==> config.mk <==
export PLATFORM = sky130hd
export DESIGN_NAME = traffic_light_ctrl
export DESIGN_NICKNAME = d
export VERILOG_FILES = /design/src/rtl/traffic_light_ctrl.sv
export SDC_FILE = /design/constraint.sdc
export NUM_CORES = 1
export LEC_CHECK = 0
export ABC_AREA = 1
export CAP_MARGIN = 20
export CORE_MARGIN = 8
export CORE_UTILIZATION = 47
export CTS_CLUSTER_DIAMETER = 150
export CTS_CLUSTER_SIZE = 12
export DETAILED_ROUTE_END_ITERATION = 8
export GPL_ROUTABILITY_DRIVEN = 0
export GPL_TIMING_DRIVEN = 0
export PLACE_DENSITY = 0.77
export SLEW_MARGIN = 20
export SYNTH_ARGS = -nofsm -noshare
export SYNTH_HDL_FRONTEND = slang
export SYNTH_SLANG_ARGS = --single-unit
==> constraint.sdc <==
create_clock -name clk -period 1.5 [get_ports clk]
set_input_delay 0.3 -clock clk [delete_from_list [all_inputs] [get_ports clk]]
set_output_delay 0.3 -clock clk [all_outputs]
set_load 0.02 [all_outputs]
==> src/rtl/traffic_light_ctrl.sv <==
// traffic_light_ctrl: junction + pedestrian sequencer driving one external timer; night flashing built with TLC_NIGHT_MODE_EN.
// Latency: all outputs registered, phase change one edge after a qualified expiry; no backpressure, timer handshake only.
module traffic_light_ctrl #(
    parameter logic [3:0] T_BASE = 4'd8,
    parameter logic [3:0] T_EXT  = 4'd4,
    parameter logic [3:0] T_YEL  = 4'd3,
    parameter logic [3:0] T_WALK = 4'd6
) (
    input  logic       clk,
    input  logic       g_reset,
    input  logic       oneHzEnable,
    input  logic       sensor,
    input  logic       walk_request,
    input  logic       night_mode,
    input  logic       expired,
    output logic       start_timer,
    output logic [3:0] timer_value,
    output logic [2:0] main_light,
    output logic [2:0] side_light,
    output logic       walk,
    output logic [2:0] state
);

    typedef enum logic [2:0] {
        S_INIT     = 3'd0,
        S_MAIN_GRN = 3'd1,
        S_MAIN_YEL = 3'd2,
        S_WALK     = 3'd3,
        S_SIDE_GRN = 3'd4,
        S_SIDE_YEL = 3'd5,
        S_FLASH    = 3'd6
    } state_t;

    localparam logic [2:0] L_RED = 3'b100;
    localparam logic [2:0] L_YEL = 3'b010;
    localparam logic [2:0] L_GRN = 3'b001;

    state_t     state_q, state_d;
    logic       start_q, start_d;
    logic [3:0] tval_q, tval_d;
    logic [2:0] main_q, main_d;
    logic [2:0] side_q, side_d;
    logic       walk_q, walk_d;
    logic       car_pend_q, car_pend_d;
    logic       walk_pend_q, walk_pend_d;
    logic       ext_used_q, ext_used_d;
    logic       exp_ok;
    logic       night_go;

    // The start cycle may still see the previous interval's expiry, so it never counts.
    assign exp_ok = expired & ~start_q;

`ifdef TLC_NIGHT_MODE_EN
    assign night_go = night_mode;
`else
    logic unused_night_inputs;
    assign night_go            = 1'b0;
    assign unused_night_inputs = night_mode ^ oneHzEnable;
`endif

    always_comb begin
        state_d    = state_q;
        start_d    = 1'b0;
        tval_d     = tval_q;
        ext_used_d = ext_used_q;
        case (state_q)
            S_INIT: begin
                state_d = S_MAIN_GRN;
                start_d = 1'b1;
                tval_d  = T_BASE;
            end
            S_MAIN_GRN: begin
                if (exp_ok) begin
                    if (night_go) begin
                        state_d = S_FLASH;
                    end else if (car_pend_q || walk_pend_q) begin
                        state_d = S_MAIN_YEL;
                        start_d = 1'b1;
                        tval_d  = T_YEL;
                    end else begin
                        start_d = 1'b1;
                        tval_d  = T_BASE;
                    end
                end
            end
            S_MAIN_YEL: begin
                if (exp_ok) begin
                    start_d = 1'b1;
                    if (walk_pend_q) begin
                        state_d = S_WALK;
                        tval_d  = T_WALK;
                    end else begin
                        state_d    = S_SIDE_GRN;
                        tval_d     = T_BASE;
                        ext_used_d = 1'b0;
                    end
                end
            end
            S_WALK: begin
                if (exp_ok) begin
                    start_d = 1'b1;
                    tval_d  = T_BASE;
                    if (car_pend_q) begin
                        state_d    = S_SIDE_GRN;
                        ext_used_d = 1'b0;
                    end else begin
                        state_d = S_MAIN_GRN;
                    end
                end
            end
            S_SIDE_GRN: begin
                if (exp_ok) begin
                    start_d = 1'b1;
                    if (sensor && !ext_used_q) begin
                        tval_d     = T_EXT;
                        ext_used_d = 1'b1;
                    end else begin
                        state_d = S_SIDE_YEL;
                        tval_d  = T_YEL;
                    end
                end
            end
            S_SIDE_YEL: begin
                if (exp_ok) begin
                    if (night_go) begin
                        state_d = S_FLASH;
                    end else begin
                        state_d = S_MAIN_GRN;
                        start_d = 1'b1;
                        tval_d  = T_BASE;
                    end
                end
            end
`ifdef TLC_NIGHT_MODE_EN
            S_FLASH: begin
                if (!night_mode) begin
                    state_d = S_MAIN_YEL;
                    start_d = 1'b1;
                    tval_d  = T_YEL;
                end
            end
`endif
            default: state_d = S_INIT;
        endcase
    end

    // Clearing is keyed on the next state so that clear beats a same-cycle set.
    always_comb begin
        car_pend_d  = car_pend_q | sensor;
        walk_pend_d = walk_pend_q | walk_request;
        if (state_d == S_SIDE_GRN || state_d == S_SIDE_YEL) begin
            car_pend_d = 1'b0;
        end
        if (state_d == S_WALK) begin
            walk_pend_d = 1'b0;
        end
    end

    always_comb begin
        main_d = L_RED;
        side_d = L_RED;
        walk_d = 1'b0;
        case (state_d)
            S_MAIN_GRN: main_d = L_GRN;
            S_MAIN_YEL: main_d = L_YEL;
            S_WALK:     walk_d = 1'b1;
            S_SIDE_GRN: side_d = L_GRN;
            S_SIDE_YEL: side_d = L_YEL;
`ifdef TLC_NIGHT_MODE_EN
            S_FLASH: begin
                if (state_q != S_FLASH) begin
                    main_d = L_YEL;
                    side_d = L_RED;
                end else if (oneHzEnable) begin
                    main_d = main_q ^ L_YEL;
                    side_d = side_q ^ L_RED;
                end else begin
                    main_d = main_q;
                    side_d = side_q;
                end
            end
`endif
            default: ;
        endcase
    end

    always_ff @(posedge clk or negedge g_reset) begin
        if (!g_reset) begin
            state_q     <= S_INIT;
            start_q     <= 1'b0;
            tval_q      <= 4'd0;
            main_q      <= L_RED;
            side_q      <= L_RED;
            walk_q      <= 1'b0;
            car_pend_q  <= 1'b0;
            walk_pend_q <= 1'b0;
            ext_used_q  <= 1'b0;
        end else begin
            state_q     <= state_d;
            start_q     <= start_d;
            tval_q      <= tval_d;
            main_q      <= main_d;
            side_q      <= side_d;
            walk_q      <= walk_d;
            car_pend_q  <= car_pend_d;
            walk_pend_q <= walk_pend_d;
            ext_used_q  <= ext_used_d;
        end
    end

    assign start_timer = start_q;
    assign timer_value = tval_q;
    assign main_light  = main_q;
    assign side_light  = side_q;
    assign walk        = walk_q;
    assign state       = state_q;

endmodule

After elaboration in Yosys (flattened, before gate mapping)
Index checks and enable logic that the tools add are counted.

storage, ports and cells
  flip-flop bits (word level) = 18
  logic and storage cells = 74

operators by class
  equality and inequality tests = 18
  multiplexer cells = 32
  bitwise gates (word level) = 4
  reductions and logical operators = 11

operators with widths
  operator              count
  $mux W3               10
  $mux W4               6
  $pmux W4 S5           1
  $pmux W3 S6           1
  $ne A2 B2 Y1 const B  7
  $eq A3 B2 Y1 const B  4
  $eq A3 B3 Y1 const B  4
  $pmux W3 S2           2
  $mux W1               10
  $reduce_and A7 Y1     1
  $eq A3 B1 Y1 const B  2
  $reduce_and A5 Y1     1
  $reduce_bool A5 Y1    1
  $reduce_or A5 Y1      1
  $logic_not A3 Y1      1
  $pmux W1 S3           1
  $reduce_bool A3 Y1    1
  $logic_or A1 B1 Y1    2
  $ne A2 B1 Y1 const B  1
  $or A1 B1 Y1          2
  $pmux W1 S2           1
  $reduce_or A2 Y1      1
  $and A1 B1 Y1         1
  $logic_and A1 B1 Y1   1
  other kinds (2)       2

Longest topological paths before layout
Gate-level depths: netlist (run 1).

  depth after elaboration = 8
  depth in mapped cells = 10
  gate-level depth less buffers = 10

Least setup slack after synthesis (run 1)
OpenSTA, ideal clock, no wires.

  kind = register to register
  start point = register state_q[1] (netlist: state[1])
  end point = register main_q[2] (netlist: main_light[2])
  library setup time = 72 ps
  arrival time = 1238 ps
  required time = 1428 ps
  path slack = 190 ps
  stages on the path, launching flop included = 9
  clock period less this slack = 1310 ps
  cell sequence = dfrtp_1 nor2_2 nand3_1 nor2_1 nor2_2 nand2_2 nand2_1 nand2_1 inv_1

RTL lines
  item                                                 line  text
  start, declared                                      38    state_t state_q, state_d;
  start signal, assigned                               199   state_q <= state_d;
  $eq A3 B3 Y1 (tied with other cells)                 66    case (state_q)
  $pmux W3 S6 (*)                                      66
  via state_d[0]                                       38
  $eq A3 B2 Y1 / $eq A3 B1 Y1 (equally long branches)  163   case (state_d)
  $pmux W3 S2 (*)                                      163
  via main_d[2]                                        41    logic [2:0] main_q, main_d;
  end signal, assigned                                 202   main_q <= main_d;
  end, declared                                        41

Mark *: on every way through the listed nets, which the timed path passes. The rest lies on a longest branch.
A chain may end at the register's enable or synchronous reset.

Worst setup path after layout (run 1)
  start point = register side_q[2] (netlist: side_light[2])
  end point = output port side_light[2]

RTL lines
  item                    line  text
  start, declared         42    logic [2:0] side_q, side_d;
  start signal, assigned  203   side_q <= side_d;
  end, declared           19    output logic [2:0] side_light,

No word-level cell between the ends.

==> results of run 1 <==
timing repair:
item                       4_1_cts  5_1_grt
setup buffers                    0        1
resized for setup               15        6
setup endpoints to repair       15        7
pin swaps                        0        1
hold endpoints to repair         0        0
routing by layer:
layer	vias up	track usage, %	routed length (µm)
met3	5	5.206	155
met1	359	12.17	771
li1	396	-	-
met4	0	6.143	36
met5	-	0	0
met2	20	20.56	956
registers in the layout (all words and copies together) (netlist names):
name,cells
timer_value,4
main_light,3
side_light,3
state,3
car_pend_q,1
ext_used_q,1
start_timer,1
walk,1
walk_pend_q,1
worst paths after layout:
check | end | slack (ns) | depth (start not counted)
worst max-delay path | side_light[2] | 0.05 | 1
worst min-delay path | ext_used_q | 0.44 | 1
worst max register to register | main_light[2] | 0.13 | 10
worst min register to register | ext_used_q | 0.49 | 2
max in group asynchronous | state[2] | 0.53 | 1
min in group clk | ext_used_q | 0.49 | 2
cell usage after synthesis:
cell	number
sky130_fd_sc_hd__nor2_1	18
sky130_fd_sc_hd__nand3_1	11
sky130_fd_sc_hd__o21ai_0	7
sky130_fd_sc_hd__nand3_2	3
sky130_fd_sc_hd__inv_2	3
sky130_fd_sc_hd__dfstp_2	2
sky130_fd_sc_hd__a21oi_1	1
sky130_fd_sc_hd__nand4_1	1
sky130_fd_sc_hd__nand2_1	25
sky130_fd_sc_hd__dfrtp_1	16
sky130_fd_sc_hd__inv_1	19
sky130_fd_sc_hd__nand2_2	3
sky130_fd_sc_hd__a22oi_2	1
sky130_fd_sc_hd__nor2_2	2
worst reg2reg max path: cells and delay by family (launching register included):
family	cells	cell delay, ns
buf+inv	3	0.25
flops	1	0.48
simple gates	7	0.57
power by group through the flow:
stage	combinational, mW	sequential (mW)	clock [mW]
finish	1.43	0.863	0.305
global route	1.63	0.885	0.329
CTS	1.41	0.854	0.308
detailed placement	1.52	0.871	0
global placement	1.49	0.866	0
floorplan	0.769	1.07	0
kinds of logic (layout without fill, tap and decap cells):
family | count (synthesis) | after routing | synth area share (%)
compound gates | 9 | 9 | 6.025
buf+inv | 22 | 46 | 9.469
flops | 18 | 18 | 51.94
simple gates | 63 | 63 | 32.57
layout make-up:
cell class / instances / share of cell area (%)
inverter: 22 / 7.285
clock buffer: 4 / 3.201
tap: 25 / 2.759
timing repair buffer: 20 / 16.00
sequential: 18 / 40.18
multi-input combinational: 72 / 30.57
through the flow:
step	utilization, %	power (mW)	setup slack [ns]	hold WS, ns	cell area (µm²)
floorplan	-	1.836	0.1896	0.004409	872.1
global placement	62.65	2.352	-0.2231	0.4625	1094
detailed placement	62.65	2.388	-0.2621	0.4704	1094
CTS	63.66	2.570	0.007208	0.4825	1111
global route	64.95	2.844	-0.007605	0.5270	1134
finish	64.95	2.595	0.05080	0.4367	1134
==> results.txt, run 1 <==
The detail route stage leaves a number of antenna-violating nets equal to 0. Synthesis-to-layout area growth: 29.99%. Summed over all cells, the static leakage comes to 0.6421 nW. Across every metal layer, demand over resource in global routing totals 12.04%.

After layout, the minimum clock period comes to 1.449 ns. The mapped netlist covers 872.1 µm². After synthesis, the mean cell area works out to 7.786 µm². Depth of the CTS H-tree: 1. The count of inserted antenna diode cells is 0. Cell internal power was estimated by the tool at 1.360 mW. Once layout is complete, the cells apart from fillers number 161. The total area inside the core boundary comes to 1745 µm².

The share of synthesized area in the top cell type comes to 45.91%. The critical path's largest stage delay was 0.52 ns; the transition time at the pin with the least slew margin was 0.7735 ns. On the final layout, the worst clock skew is 0.007598 ns. The tools report the maximum VDD drop as 1.301 mV.

Counting every net in the synthesized netlist gives 119. The part of the power in combinational logic came out at 55.0%. STA classifies the critical path endpoint as an output port. Setup repair after global routing could not meet its margin everywhere. The number of cells produced by synthesis is 112.

After layout, the worst path uses 96.61% of the clock period. Before antenna repair, the detailed router went through 4 iterations. In the final layout, the multi-input gates occupy 346.6 µm². The logs give 0 for the number of max-cap violations and 3.194 mm for the first-pass GRT wire length. The top cell types in the final layout, fill and taps aside, are 23 x sky130_fd_sc_hd__nand2_1, 19 x sky130_fd_sc_hd__inv_1, 18 x sky130_fd_sc_hd__nor2_1, 15 x sky130_fd_sc_hd__dlygate4sd2_1, 14 x sky130_fd_sc_hd__dfrtp_1. The maximum fanout encountered on the critical timing path works out to 1.

Clock tree synthesis selected as its root buffer the cell sky130_fd_sc_hd__clkbuf_4. Kind of launch point of the worst setup path: a flop. The power share of the clock group is 11.7%, and the total congestion overflow is 0.

Fill cells in the final layout number 172. For this run, design rule violations remaining after detail routing come to 0. The total net switching power is 1.235 mW.

In this run the critical register-to-register path is launched from state[2]. Final hold violation count: 0. The number of library cell types mapped by synthesis was 14; the buffer depth of the longest clock path was 2. The initial utilization of the core area, before any placement, comes to 49.96%. Cells with a size suffix above 1 make up 17.65% of the layout. The power density over the cells works out to 2289 nW/µm².

The class of the most critical setup path was reg2out. The run finished with clean final reports. The switching part of the total was 47.60%; the total wire length was 1.919 mm. After synthesis the netlist holds a flip-flop and latch count of 18. Yosys printed 0 warnings. The tools report the total vias in the final route as 780. After synthesis, flip-flops and latches occupy 51.94% of the total area. The cell with the largest stage delay on the worst path was sky130_fd_sc_hd__dfstp_2.

The die covers 3490 µm². The count of routing violations after the opening detailed-route iteration is 20, and the final net count is 144. TritonCTS built the clock tree. The number of global-route vias before repair is 783, and the area taken by flip-flops and latches is 455.4 µm². The clock net sink count is 18. The number of clock buffers added by TritonCTS is 3. The clock latency at the later pin of the worst-skew pair came out at 0.30 ns. The y dimension of the die was 59.08 µm. The number of buffers and inverters on the critical path was 1; the number of antenna violations at the first check in global routing was 0. At the worst endpoint, the required time is 1.20 ns. Data arrives at the worst endpoint at 1.15 ns. After detailed routing, the average wire length per cell comes to 11.92 µm. The number of vias per cell was 4.845; the post-placement cell count was 156. Sorting the synthesized cells by area gives the leading types as sky130_fd_sc_hd__dfrtp_1 46%, sky130_fd_sc_hd__nand2_1 11%, sky130_fd_sc_hd__inv_1 8.2%. The share of total power in sequential cells was 33.3%. The die width works out to 59.08 µm. The worst pin sits at a relative slew slack of 48.27%. The cell class contributing the biggest share of worst-path delay is flip-flops.

The count of port buffers added during placement is 19. For the total negative slack, the log shows 0 ns. Buffers inserted to repair hold after CTS numbered 0. Derived from the worst setup path, the maximum achievable clock frequency is 690.0 MHz. Entering global routing, the biggest net connects 19 pins.

Number of primary I/O pins: 22. In this run the worst setup path begins at side_light[2]. Number of pins with negative max-slew slack in the final report: 0. After clock tree synthesis, the clock-pin slew on the worst setup and hold paths is 0.11 ns.

The leading cell type in the layout, fill and taps excluded was sky130_fd_sc_hd__nand2_1. Setup violations remaining at the end of the flow were counted as 0. The cell taking the most area after synthesis was sky130_fd_sc_hd__dfrtp_1. The critical path goes through dlygate4sd2_1. The floorplan has 15 rows. The path class of the lowest-slack min-delay path is in2async. Summed over all nets, the half-perimeter wirelength after detailed placement is 1.464 mm.
No activity file was read; power rests on OpenSTA's default activity.
==> inputs of run 2 (changes only) <==
--- a/config.mk
+++ b/config.mk
@@ -9,7 +9,7 @@
 export CAP_MARGIN = 20
 export CORE_MARGIN = 8
 export CORE_UTILIZATION = 47
-export CTS_CLUSTER_DIAMETER = 150
+export CTS_CLUSTER_DIAMETER = 60
 export CTS_CLUSTER_SIZE = 12
 export DETAILED_ROUTE_END_ITERATION = 8
 export GPL_ROUTABILITY_DRIVEN = 0
==> results of run 2 <==
Final layout, timing and power as in run 1 (identical DEF).
